[src/rtl/wb_pkg.sv]
// Shared constants, types and skid-buffer state encoding for the writeback stage.
package wb_pkg;
    localparam int NREGS = 16;
    localparam int XLEN  = 32;
    localparam int AW    = $clog2(NREGS);

    typedef logic [AW-1:0]   reg_addr_t;
    typedef logic [XLEN-1:0] word_t;

    typedef enum logic {
        SKID_EMPTY = 1'b0,
        SKID_FULL  = 1'b1
    } skid_state_t;
endpackage

[src/rtl/stage_writeback_scoreboard.sv]
// Pending-load scoreboard: one busy bit per register plus a sticky double-issue flag.
module wb_scoreboard
    import wb_pkg::*;
(
    input  logic             clk,
    input  logic             rst,
    input  logic             set_en,
    input  reg_addr_t        set_addr,
    input  logic             clr_en,
    input  reg_addr_t        clr_addr,
    output logic [NREGS-1:0] busy,
    output logic             err_double
);
    logic [NREGS-1:0] busy_nxt;
    logic             dbl;

    // Clear is applied first so that a same-cycle issue to the same register wins.
    always_comb begin
        busy_nxt = busy;
        if (clr_en) busy_nxt[clr_addr] = 1'b0;
        if (set_en) busy_nxt[set_addr] = 1'b1;
    end

    assign dbl = set_en && busy[set_addr] && !(clr_en && (clr_addr == set_addr));

    always_ff @(posedge clk or posedge rst) begin
        if (rst) begin
            busy       <= '0;
            err_double <= 1'b0;
        end else begin
            busy <= busy_nxt;
            if (dbl) err_double <= 1'b1;
        end
    end
endmodule

[src/rtl/stage_writeback.sv]
// Writeback stage: merges load responses (priority) and execute results through a
// one-entry skid buffer into a registered register-file write port.
// Optional macro WB_FORWARD_EN adds fwd_* outputs and a combinational busy_next view.
module stage_writeback
    import wb_pkg::*;
(
    input  logic             clk,
    input  logic             rst,
    input  logic             ex_valid,
    output logic             ex_ready,
    input  reg_addr_t        ex_addr,
    input  word_t            ex_data,
    input  logic             ld_issue_valid,
    input  reg_addr_t        ld_issue_addr,
    input  logic             ld_resp_valid,
    output logic             ld_resp_ready,
    input  reg_addr_t        ld_resp_addr,
    input  word_t            ld_resp_data,
    output logic             wr_en,
    output reg_addr_t        wr_addr,
    output word_t            wr_data,
    output logic [NREGS-1:0] busy,
    output logic             err_double
`ifdef WB_FORWARD_EN
    ,
    output logic             fwd_valid,
    output reg_addr_t        fwd_addr,
    output word_t            fwd_data,
    output logic [NREGS-1:0] busy_next
`endif
);
    // Handshakes: a transfer happens on a cycle where valid && ready at the rising edge.
    skid_state_t state, state_next;
    reg_addr_t   skid_addr;
    word_t       skid_data;
    logic        ex_acc;
    logic        ld_acc;
    logic        sel_valid;
    reg_addr_t   sel_addr;
    word_t       sel_data;
    logic        skid_load;

    // ex_ready depends only on registered state, never on this cycle's valids.
    assign ex_ready      = !rst && (state == SKID_EMPTY);
    assign ld_resp_ready = !rst;
    assign ex_acc        = ex_valid && ex_ready;
    assign ld_acc        = ld_resp_valid && ld_resp_ready;

    always_comb begin
        state_next = state;
        sel_valid  = 1'b0;
        sel_addr   = '0;
        sel_data   = '0;
        skid_load  = 1'b0;
        if (ld_acc) begin
            sel_valid = 1'b1;
            sel_addr  = ld_resp_addr;
            sel_data  = ld_resp_data;
            if (ex_acc) begin
                skid_load  = 1'b1;
                state_next = SKID_FULL;
            end
        end else if (state == SKID_FULL) begin
            sel_valid  = 1'b1;
            sel_addr   = skid_addr;
            sel_data   = skid_data;
            state_next = SKID_EMPTY;
        end else if (ex_acc) begin
            sel_valid = 1'b1;
            sel_addr  = ex_addr;
            sel_data  = ex_data;
        end
    end

    always_ff @(posedge clk or posedge rst) begin
        if (rst) begin
            state     <= SKID_EMPTY;
            skid_addr <= '0;
            skid_data <= '0;
            wr_en     <= 1'b0;
            wr_addr   <= '0;
            wr_data   <= '0;
        end else begin
            state <= state_next;
            if (skid_load) begin
                skid_addr <= ex_addr;
                skid_data <= ex_data;
            end
            // r0 transfers complete the handshake but never strobe the register file.
            wr_en <= sel_valid && (sel_addr != '0);
            if (sel_valid) begin
                wr_addr <= sel_addr;
                wr_data <= sel_data;
            end
        end
    end

    wb_scoreboard u_scoreboard (
        .clk        (clk),
        .rst        (rst),
        .set_en     (ld_issue_valid && (ld_issue_addr != '0)),
        .set_addr   (ld_issue_addr),
        .clr_en     (ld_acc),
        .clr_addr   (ld_resp_addr),
        .busy       (busy),
        .err_double (err_double)
    );

`ifdef WB_FORWARD_EN
    assign fwd_valid = wr_en;
    assign fwd_addr  = wr_addr;
    assign fwd_data  = wr_data;
    always_comb begin
        busy_next = busy;
        if (ld_acc) busy_next[ld_resp_addr] = 1'b0;
    end
`endif
endmodule

[config.mk]
export PLATFORM = sky130hd
export DESIGN_NAME = stage_writeback
export DESIGN_NICKNAME = d
export VERILOG_FILES = /design/src/rtl/wb_pkg.sv /design/src/rtl/stage_writeback_scoreboard.sv /design/src/rtl/stage_writeback.sv
export SDC_FILE = /design/constraint.sdc
export NUM_CORES = 1
export LEC_CHECK = 0
export ABC_CLOCK_PERIOD_IN_PS = 5400
export BUFFER_PORTS_ARGS = -buffer_cell sky130_fd_sc_hd__buf_2
export CAP_MARGIN = 15
export CORE_ASPECT_RATIO = 1.2
export CORE_UTILIZATION = 48
export DETAILED_ROUTE_END_ITERATION = 8
export PLACE_DENSITY = 0.71
export SYNTH_ARGS = -nofsm -noshare
export SYNTH_HDL_FRONTEND = slang
export SYNTH_HIERARCHICAL = 1
export SYNTH_SLANG_ARGS = --single-unit
[constraint.sdc]
create_clock -name clk -period 5.4 [get_ports clk]
set_input_delay 1.62 -clock clk [delete_from_list [all_inputs] [get_ports clk]]
set_output_delay 1.62 -clock clk [all_outputs]
set_load 0.005 [all_outputs]
* Word-level counts from Yosys, hierarchy flattened
Index checks and enable logic that the tools add are counted.
** Word-level totals
- Flip-flop bits (word level) :: 91
- Bits of input ports :: 81
- Output and inout port bits :: 56
- Word-level logic and storage cells :: 52
** Cells by class
- Magnitude comparators :: 4
- Equal/unequal tests :: 2
- Multiplexer cells :: 20
- Bitwise gates (word level) :: 4
- Reductions and logical operators :: 14
** Operator list (number)
- 32-bit two-way mux :: 3
- 16-bit two-way mux :: 2
- 16-bit AND :: 1
- 16-bit NOT :: 1
- 16-bit OR :: 1
- 4-bit two-way mux :: 3
- 1-bit logical AND :: 10
- 4-bit by 5-bit < comparator with 1-bit output (second input constant) :: 2
- 1-bit two-way mux :: 9
- 1-bit demux with 4-bit select :: 2
- 4-bit by 1-bit greater-or-equal comparator with 1-bit output (second input constant) :: 2
- 4-bit nonzero test :: 2
- 1-bit binary-select mux with 4-bit select :: 1
- 4-bit equality test :: 1
- 1-bit zero test :: 2
- 2-bit != test (second input constant) :: 1
- 1-bit NOT :: 1

* Longest topological paths before layout
Gate-level depths: netlist of run 1.
- Word-level depth :: 9
- Depth in mapped cells :: 7
- Gate-level depth less buffers :: 5

* By module
The synthesis of run 1 kept the hierarchy.
** By module, submodules not included
- stage_writeback :: instances 1, cells an instance 292, area an instance 3643.5 µm², sequential area each 1851.8 µm²
- wb_scoreboard :: instances 1, cells an instance 90, area an instance 905.9 µm², sequential area each 425.4 µm²

* Least setup slack after synthesis of run 1
No wires, ideal clock.
- Path kind :: input -> output
- Start point :: in rst
- End point :: out ld_resp_ready
- Arrival time :: 2.651 ns
- Required time :: 3.780 ns
- Setup slack :: 1.129 ns
- Stages on the path :: 2
- Path buffers :: 1
- Cell sequence :: buf_4 -> inv_2
** Between the ends
- Longest elaborated chain between the ends :: 1
** Ends and longest elaborated chain
- from (decl) :: line stage_writeback.sv:8 : input logic rst,
- 1-bit zero test (no line)
- to (decl) :: line stage_writeback.sv:16 : output logic ld_resp_ready,
Every way passes these cells.

* Worst setup path in the final report of run 1
- Start point :: in rst
- End point :: out ex_ready
** Between the ends
- Longest elaborated chain between the ends :: 2
** Ends and longest elaborated chain
- 1-bit zero test (no line)
- 1-bit logical AND :: line stage_writeback.sv:44 : assign ex_ready = !rst && (state == SKID_EMPTY);
- to (decl) :: line stage_writeback.sv:10 : output logic ex_ready,
Every way passes these cells.

==> results of run 1 <==
[cell families after synthesis]
logic type	after synthesis
buffers and inverters	32
AO/OA/AOI/OAI	108
XOR/XNOR	4
multiplexers	42
AND/OR/NAND/NOR	105
flip-flops	91
[flip-flops by register name, summed over array words and instances (netlist names)]
name	count
skid_data	32
wr_data	32
u_scoreboard/busy	16
skid_addr	4
wr_addr	4
state	1
u_scoreboard/err_double	1
wr_en	1
[how the worst max path moves through the flow]
stage / startpoint / end / slack (ns) / cells after the start
after floorplan: rst / ld_resp_ready / 1.13 / 2
after global placement: rst / wr_data[3] / 1.69 / 5
after detailed placement: rst / wr_data[9] / 1.66 / 5
after CTS: rst / ex_ready / 1.70 / 3
after global routing: rst / ex_ready / 1.62 / 3
final: rst / ex_ready / 1.69 / 3
[per-layer routing]
| layer | global-route usage, % | wire [µm] |
|---|---|---|
| met5 | 0 | 0 |
| met3 | 4.463 | 586 |
| met4 | 8.730 | 170 |
| met2 | 40.91 | 5642 |
| met1 | 32.40 | 4941 |
[cell type report]
type,instances,area [µm²]
Inverter,3,11.26
Clock buffer,10,137.6
Timing Repair Buffer,142,738.2
Clock inverter,6,88.84
Tap cell,120,150.1
Fill cell,810,3650
Sequential cell,91,2277
Multi-Input combinational cell,259,2076
[worst reg2reg max path, stage by stage, from the launching register on]
cell	delay [ns]
dfrtp_1	0.39
buf_4	0.28
nor4b_4	0.67
buf_4	0.43
a221o_1	0.23
[through the flow]
stage               instance area, µm²  instances
floorplan                         4549        382
global route                      5479        631
detailed placement                5233        614
CTS                               5459        630
finish                            5479        631
global placement                  5233        614
[power by group]
group	internal [mW]	total [mW]	switching, mW
clock network	0.273	0.519	0.246
logic	0.222	0.395	0.173
registers	0.810	0.889	0.0796
total	1.30	1.80	0.498
[layout by cell type, fill, tap and decap left out, types with 2 or more instances in the layout]
cell type / instances
clkinvlp_4: 2
a21bo_1: 4
nand2_1: 36
nor3b_1: 32
and3b_1: 4
buf_2: 136
or2_2: 2
nor3_1: 2
and2_1: 4
nand3b_1: 4
clkbuf_8: 10
a221o_1: 32
bufinv_16: 2
a21oi_1: 32
nor2_1: 5
buf_4: 5
nand2b_1: 6
mux2_1: 6
dfrtp_1: 91
a221oi_2: 4
inv_1: 2
nand3_1: 4
mux4_1: 2
mux2_4: 30
xor2_1: 3
o21ai_0: 31
mux2i_1: 3
==> flow_metrics.env, run 1 <==
export IMPL_status="finished clean"
export IMPL_critPathMaxFanout=11
export IMPL_final_util_pct=60.02
export IMPL_drive_gt1_share_pct=39.33
export IMPL_synth_ff_type="dfrtp_1"
export IMPL_yosysMostFrequentCell="dfrtp_1"
export IMPL_dp_hpwl_um=7612
export IMPL_htree_levels=3
export IMPL_area_growth_pct=20.43
export IMPL_wl_um=11340
export IMPL_postSynthCellCount=382
export IMPL_holdPathEnd="wr_addr[3]"
export IMPL_synth_seq_area_share_pct=50.06
export IMPL_cts_inserted_buffers=9
export IMPL_r2r_end="wr_data[26]"
export IMPL_gp_congestion=0.8463
export IMPL_start_util_pct=49.84
export IMPL_wire_per_inst_um=17.97
export IMPL_cts_tree="yes"
export IMPL_path_common_cell="buf_2"
export IMPL_avgSynthCellArea_um2=11.91
export IMPL_holdWs_ns=0.4871
export IMPL_die_x_um=90.87
export IMPL_synth_edf_count=0
export IMPL_drt_initial_drc_count=211
export IMPL_crit_path_end_kind="output port"
export IMPL_min_path_cells=1
export IMPL_timing_final_ws_setup_ns=1.685
export IMPL_synth_adder_area_share_pct=0
export IMPL_gr_total_overflow=0
export IMPL_synth_xor_area_share_pct=0.7701
export IMPL_slew_headroom_pct=28.86
export IMPL_die_area_um2=9873
export IMPL_vias=3595
export IMPL_grt_first_pass_wirelength_um=18890
export IMPL_peakVddDrop_v=0.0001627
export IMPL_grt_total_usage_pct=24.53
export IMPL_drc_errors=0
export IMPL_final_nets=587
export IMPL_crit_chain="buf_2 -> nor2_1 -> buf_2"
export IMPL_r2r_cells=4
export IMPL_postRouteAntennaNets=0
export IMPL_p_per_area_nw_per_um2=329.1
export IMPL_syn_cell_area_um2=4549
export IMPL_grt_max_degree=76
export IMPL_cp_required_ns=3.78
export IMPL_synth_simple_gate_area_share_pct=13.67
export IMPL_critPathTopFamily="buffers and inverters"
export IMPL_synth_distinct_cells=39
export IMPL_cts_setup_buffers=0
export IMPL_r2r_start="state"
export IMPL_synth_area_leaders="dfrtp_1 50%, mux2_4 9.9%, a221o_1 7.0%"
export IMPL_reg2reg_slack_ns=3.35
export IMPL_fin_skew_ns=0.01383
export IMPL_die_h_um=108.6
export IMPL_slew_viol_final=0
export IMPL_max_stage_delay_ns=0.24
export IMPL_power_leakage_nw=2.498
export IMPL_hold_violations=0
export IMPL_cpMaxStageDelayCell="buf_2"
export IMPL_critPathKind="in -> out"
export IMPL_fin_crit_sh_pct=68.79
export IMPL_yosysTopAreaCell="dfrtp_1"
export IMPL_clk_insertion_delay_late_ns=0.36
export IMPL_io_pins=137
export IMPL_via_per_inst=5.697
export IMPL_setup_tns_ns=0
export IMPL_io_buffers=136
export IMPL_antenna_cells=0
export IMPL_synthMuxAreaShare_pct=13.70
export IMPL_worst_slew_pin_slew_ns=1.065
export IMPL_cts_root_buf="clkbuf_8"
export IMPL_syn_num_nets=463
export IMPL_critPathBufInv=2
export IMPL_period_needed_ns=3.715
export IMPL_synth_compound_area_share_pct=17.24
export IMPL_rows=38
export IMPL_grt_pass1_vias=3706
export IMPL_yosysTopAreaCellShare_pct=50.06
export IMPL_clock_sinks=91
export IMPL_async_flop_share_pct=100.0
export IMPL_min_from="wr_addr[3]"
export IMPL_drv_cap=0
export IMPL_synth_top_cells_by_count="91 x dfrtp_1, 36 x nand2_1, 32 x a21oi_1, 32 x a221o_1, 32 x nor3b_1"
export IMPL_rsz0062_at_grt="no"
export IMPL_fin_total_pwr_mw=1.803
export IMPL_fmax_ghz=0.2692
export IMPL_core_um2=9129
export IMPL_place_ws_ns=1.655
export IMPL_cp_arrival_ns=2.09
export IMPL_clock_path_buffers=2
export IMPL_min_path_type="reg -> reg"
export IMPL_setup_viol=0
export IMPL_antenna_found_initial=0
export IMPL_clkTransAtPathRegs_ns=0.09
export IMPL_drtPass1Iterations=4
export IMPL_cts_resized=0
export IMPL_synth_top_family_by_area="compound AO/OA/AOI/OAI gates"
export IMPL_ys_ff_latch=91
export IMPL_yosysWarnings=6
export IMPL_cts_hold_buf=0
export IMPL_start_kind="input port"
(Power assumes the default switching activity.)
==> inputs of run 2 (changes only) <==
--- a/config.mk
+++ b/config.mk
@@ -5,13 +5,13 @@
 export SDC_FILE = /design/constraint.sdc
 export NUM_CORES = 1
 export LEC_CHECK = 0
-export ABC_CLOCK_PERIOD_IN_PS = 5400
+export ABC_CLOCK_PERIOD_IN_PS = 3400
 export BUFFER_PORTS_ARGS = -buffer_cell sky130_fd_sc_hd__buf_2
 export CAP_MARGIN = 15
 export CORE_ASPECT_RATIO = 1.2
-export CORE_UTILIZATION = 48
+export CORE_UTILIZATION = 47
 export DETAILED_ROUTE_END_ITERATION = 8
-export PLACE_DENSITY = 0.71
+export PLACE_DENSITY = 0.73
 export SYNTH_ARGS = -nofsm -noshare
 export SYNTH_HDL_FRONTEND = slang
 export SYNTH_HIERARCHICAL = 1
==> constraint.sdc (replaced) <==
create_clock -name clk -period 3.4 [get_ports clk]
set_input_delay 1.02 -clock clk [delete_from_list [all_inputs] [get_ports clk]]
set_output_delay 1.02 -clock clk [all_outputs]
set_load 0.005 [all_outputs]
==> run 2 against run 1 <==
Setup slack lost 1.1 ns. First-iteration DRC count decreased by 23%. Critical endpoint unchanged. Critical path depth stayed put. Largest power group unchanged. Highest routed layer unchanged. Hold slack worse by 0.0028 ns. Critical path type unchanged.
==> flow_metrics.env, run 2 (synthesis results as in run 1) <==
export IMPL_clkTransAtPathRegs_ns=0.08
export IMPL_cts_hold_buf=0
export IMPL_p_sw_mw=0.7645
export IMPL_rows=38
export IMPL_final_nets=589
export IMPL_grt_max_degree=75
export IMPL_critPathMaxFanout=27
export IMPL_period_needed_ns=2.788
export IMPL_slew_headroom_pct=37.85
export IMPL_via_per_inst=5.762
export IMPL_gp_congestion=0.8472
export IMPL_setup_tns_ns=0
export IMPL_path_common_cell="buf_2"
export IMPL_max_stage_delay_ns=0.46
export IMPL_grt_total_usage_pct=24.03
export IMPL_cp_required_ns=2.38
export IMPL_core_um2=9224
export IMPL_timing_final_ws_setup_ns=0.6123
export IMPL_p_clk_share_pct=23.5
export IMPL_cts_resized=0
export IMPL_start_util_pct=49.32
export IMPL_drc_errors=0
export IMPL_vias=3630
export IMPL_final_common_cell="buf_2"
export IMPL_min_path_type="reg -> reg"
export IMPL_die_x_um=91.81
export IMPL_r2r_cells=4
export IMPL_postRouteAntennaNets=0
export IMPL_grt_pass1_vias=3733
export IMPL_fin_skew_ns=0.008794
export IMPL_crit_chain="buf_2 -> nor2_1 -> buf_2"
export IMPL_power_frac_seq_pct=52.8
export IMPL_critPathKind="in -> out"
export IMPL_crit_path_end_kind="output port"
export IMPL_p_sw_share_pct=28.56
export IMPL_worst_slew_pin_slew_ns=0.9322
export IMPL_io_pins=137
export IMPL_drtPass1Iterations=4
export IMPL_dp_hpwl_um=7846
export IMPL_wl_um=11600
export IMPL_status="finished clean"
export IMPL_clock_path_buffers=2
export IMPL_place_ws_ns=0.6291
export IMPL_cts_tree="yes"
export IMPL_cts_setup_buffers=0
export IMPL_htree_levels=3
export IMPL_internal_power_mw=1.912
export IMPL_comb_power_share_pct=23.6
export IMPL_fin_crit_sh_pct=81.99
export IMPL_cts_inserted_buffers=9
export IMPL_start_kind="input port"
export IMPL_hold_violations=0
export IMPL_min_path_cells=1
export IMPL_gr_total_overflow=0
export IMPL_slew_viol_final=0
export IMPL_rsz0062_at_grt="no"
export IMPL_grt_first_pass_wirelength_um=18670
export IMPL_drt_initial_drc_count=163
export IMPL_area_growth_pct=19.20
export IMPL_setup_viol=0
export IMPL_power_leakage_nw=2.479
export IMPL_die_h_um=109.8
export IMPL_antenna_cells=0
export IMPL_fmax_ghz=0.3587
export IMPL_p_per_area_nw_per_um2=493.6
export IMPL_final_cell_mix="136 x buf_2, 91 x dfrtp_1, 36 x nand2_1"
export IMPL_cts_root_buf="clkbuf_8"
export IMPL_io_buffers=136
export IMPL_antenna_found_initial=0
export IMPL_reg_top3="skid_data: 32 flops, wr_data: 32 flops, u_scoreboard/busy: 16 flops"
export IMPL_cp_arrival_ns=1.77
export IMPL_cpMaxStageDelayCell="buf_2"
export IMPL_die_area_um2=10080
export IMPL_peakVddDrop_v=0.0002546
export IMPL_clk_insertion_delay_late_ns=0.35
export IMPL_drive_gt1_share_pct=39.22
export IMPL_clock_sinks=91
export IMPL_drv_cap=0
export IMPL_wire_per_inst_um=18.41
run 2: power by group through the flow:
stage | clock network [mW] | logic, mW | registers [mW]
2_1_floorplan | 0 | 0.380 | 1.41
3_3_place_gp | 0 | 0.612 | 1.43
3_5_place_dp | 0 | 0.634 | 1.43
4_1_cts | 0.652 | 0.637 | 1.41
5_1_grt | 0.693 | 0.694 | 1.44
6_report | 0.630 | 0.633 | 1.41
run 2: per-layer routing:
layer / GRT usage (%) / vias up / wire [µm]
met1: 29.87 / 1802 / 5007
met2: 41.25 / 141 / 5652
met5: 0 / - / 0
met3: 5.533 / 15 / 778
met4: 8.705 / 0 / 158
li1: - / 1672 / -
run 2: final cells by class:
class	count	area, µm²
flip-flops and latches	91	2277
multi-input cells	259	2076
clock inverters	3	17.52
clock buffers	10	137.6
inverters	3	11.26
fillers	812	3801
well taps	120	150.1
repair buffers	144	753.2
run 2: worst paths after layout:
path	startpoint	end	slack [ns]
setup / recovery	rst	ex_ready	0.61
hold / removal	u_scoreboard/err_double	u_scoreboard/err_double	0.48
setup reg to reg	state	skid_data[25]	1.24
hold reg to reg	u_scoreboard/err_double	u_scoreboard/err_double	0.48
max in group asynchronous	rst	wr_data[25]	1.50
min in group asynchronous	rst	u_scoreboard/busy[9]	1.05
run 2: worst max-delay path, delay by kind of cell:
| kind | cells | cell delay (ns) |
|---|---|---|
| simple gates | 1 | 0.12 |
| buf+inv | 2 | 0.62 |
run 2: stage by stage:
stage | instances | power [mW] | hold WS (ns) | instance area (µm²) | utilization (%)
2_1_floorplan | 382 | 1.793 | 0.4585 | 4549 | -
4_1_cts | 630 | 2.701 | 0.4814 | 5423 | 58.79
5_1_grt | 630 | 2.827 | 0.5100 | 5423 | 58.79
3_5_place_dp | 617 | 2.064 | 0.4604 | 5268 | 57.11
6_report | 630 | 2.677 | 0.4843 | 5423 | 58.79
3_3_place_gp | 617 | 2.038 | 0.4603 | 5268 | 57.11
==> inputs of run 3 (changes only) <==
--- a/config.mk
+++ b/config.mk
@@ -5,7 +5,7 @@
 export SDC_FILE = /design/constraint.sdc
 export NUM_CORES = 1
 export LEC_CHECK = 0
-export ABC_CLOCK_PERIOD_IN_PS = 3400
+export ABC_CLOCK_PERIOD_IN_PS = 2500
 export BUFFER_PORTS_ARGS = -buffer_cell sky130_fd_sc_hd__buf_2
 export CAP_MARGIN = 15
 export CORE_ASPECT_RATIO = 1.2
==> constraint.sdc (replaced) <==
create_clock -name clk -period 2.5 [get_ports clk]
set_input_delay 0.75 -clock clk [delete_from_list [all_inputs] [get_ports clk]]
set_output_delay 0.75 -clock clk [all_outputs]
set_load 0.005 [all_outputs]
==> run 3 against run 2 <==
Clock power rose by 67%. Critical path depth unchanged. Clock-buffer cell count unchanged. Final area grew 2.1%. Total power is 44% higher. Combinational power rose by 38%. Sequential cell count unchanged. Hold slack improved by 0.0095 ns. Critical endpoint unchanged. Largest cell class unchanged. Highest routed layer unchanged.
==> flow_metrics.env, run 3 (synthesis results as in run 1) <==
export IMPL_cp_required_ns=1.75
export IMPL_vias=3740
export IMPL_rows=38
export IMPL_io_pins=137
export IMPL_min_path_type="reg -> reg"
export IMPL_grt_first_pass_wirelength_um=18800
export IMPL_htree_levels=3
export IMPL_gp_congestion=0.8947
export IMPL_final_common_cell="buf_2"
export IMPL_die_x_um=91.81
export IMPL_wire_per_inst_um=18.28
export IMPL_slew_headroom_pct=39.06
export IMPL_clock_sinks=91
export IMPL_clkTransAtPathRegs_ns=0.09
export IMPL_start_util_pct=49.32
export IMPL_fin_skew_ns=0.01374
export IMPL_slew_viol_final=0
export IMPL_cts_tree="yes"
export IMPL_min_path_cells=1
export IMPL_grt_pass1_vias=3736
export IMPL_comb_power_share_pct=22.7
export IMPL_die_h_um=109.8
export IMPL_cts_hold_buf=0
export IMPL_reg2reg_slack_ns=0.82
export IMPL_grt_max_degree=75
export IMPL_drv_cap=0
export IMPL_drt_initial_drc_count=206
export IMPL_power_leakage_nw=2.533
export IMPL_r2r_end="u_scoreboard/err_double"
export IMPL_antenna_cells=0
export IMPL_power_frac_seq_pct=50.0
export IMPL_cp_arrival_ns=1.22
export IMPL_fmax_ghz=0.5088
export IMPL_start_kind="input port"
export IMPL_setup_tns_ns=0
export IMPL_worst_slew_pin_slew_ns=0.9142
export IMPL_gr_total_overflow=0
export IMPL_cts_resized=0
export IMPL_critPathMaxFanout=11
export IMPL_final_util_pct=60.05
export IMPL_final_nets=595
export IMPL_core_um2=9224
export IMPL_hold_violations=0
export IMPL_period_needed_ns=1.965
export IMPL_holdPathEnd="wr_addr[2]"
export IMPL_grt_total_usage_pct=24.19
export IMPL_wl_um=11680
export IMPL_dp_hpwl_um=7991
export IMPL_clock_path_buffers=2
export IMPL_r2r_start="u_scoreboard/busy[10]"
export IMPL_cts_inserted_buffers=9
export IMPL_drtPass1Iterations=7
export IMPL_crit_path_end_kind="output port"
export IMPL_final_cell_mix="136 x buf_2, 91 x dfrtp_1, 36 x nand2_1"
export IMPL_clk_insertion_delay_late_ns=0.36
export IMPL_internal_power_mw=2.739
export IMPL_status="finished clean"
export IMPL_fin_crit_sh_pct=78.62
export IMPL_cts_root_buf="clkbuf_8"
export IMPL_rsz0062_at_grt="no"
export IMPL_peakVddDrop_v=0.0003417
export IMPL_critPathKind="in -> out"
export IMPL_p_sw_mw=1.106
export IMPL_ff_latch_area_um2=2277
export IMPL_postRouteAntennaNets=0
export IMPL_cts_setup_buffers=0
export IMPL_drc_errors=0
export IMPL_reg_top3="skid_data: 32 flops, wr_data: 32 flops, u_scoreboard/busy: 16 flops"
export IMPL_fillers=772
export IMPL_area_growth_pct=21.75
export IMPL_multi_input_area_um2=2076
export IMPL_p_clk_share_pct=27.3
export IMPL_r2r_cells=3
export IMPL_p_per_area_nw_per_um2=694.1
export IMPL_setup_viol=0
export IMPL_min_from="wr_addr[2]"
export IMPL_p_sw_share_pct=28.76
export IMPL_antenna_found_initial=0
export IMPL_drive_gt1_share_pct=40.27
export IMPL_io_buffers=136
export IMPL_die_area_um2=10080
export IMPL_via_per_inst=5.853
==> run 3: worst max-delay path by stage <==
stage	start	endpoint	slack, ns	cells past startpoint
5_1_grt	rst	ex_ready	0.49	3
3_3_place_gp	ld_issue_addr[0]	u_scoreboard/err_double	0.31	4
4_1_cts	rst	ex_ready	0.54	3
6_report	rst	ex_ready	0.53	3
3_5_place_dp	ld_issue_addr[0]	u_scoreboard/err_double	0.24	4
2_1_floorplan	rst	wr_data[0]	0.22	5
==> run 3: worst max-delay path, cell delays in order <==
cell and delay [ns]:
buf_2 0.18, nor2_1 0.14, buf_2 0.14
==> run 3: through the flow <==
stage	std cells	hold slack (ns)	total power, mW	setup slack, ns	area [µm²]
floorplan	382	0.4585	2.439	0.2176	4552
global placement	623	0.4603	2.784	0.3131	5328
detailed placement	623	0.4736	2.812	0.2383	5328
CTS	639	0.4993	3.869	0.5406	5539
global route	639	0.5242	4.054	0.4861	5539
finish	639	0.4937	3.844	0.5345	5539
==> run 3: cell type report <==
class,instances,share of cell area (%)
clock buffer,10,2.485
inverter,3,0.2485
multi-input combinational,259,37.47
sequential,91,41.11
tap,120,2.711
timing repair buffer,150,14.64
clock inverter,6,1.333
==> run 3: power groups by stage <==
stage | sequential (mW) | combinational, mW | clock (mW)
after floorplan | 1.92 | 0.518 | 0
after global placement | 1.94 | 0.847 | 0
after detailed placement | 1.94 | 0.871 | 0
after CTS | 1.92 | 0.879 | 1.07
after global routing | 1.95 | 0.960 | 1.14
final | 1.92 | 0.874 | 1.05
==> run 3: per-layer routing <==
metal  track usage [%]  up-vias  wire, µm
met5                 0        -         0
met4             9.821        0       218
met3             5.533       22       813
met2             39.31      177      5656
met1             31.53     1855      4996
li1                  -     1686         -
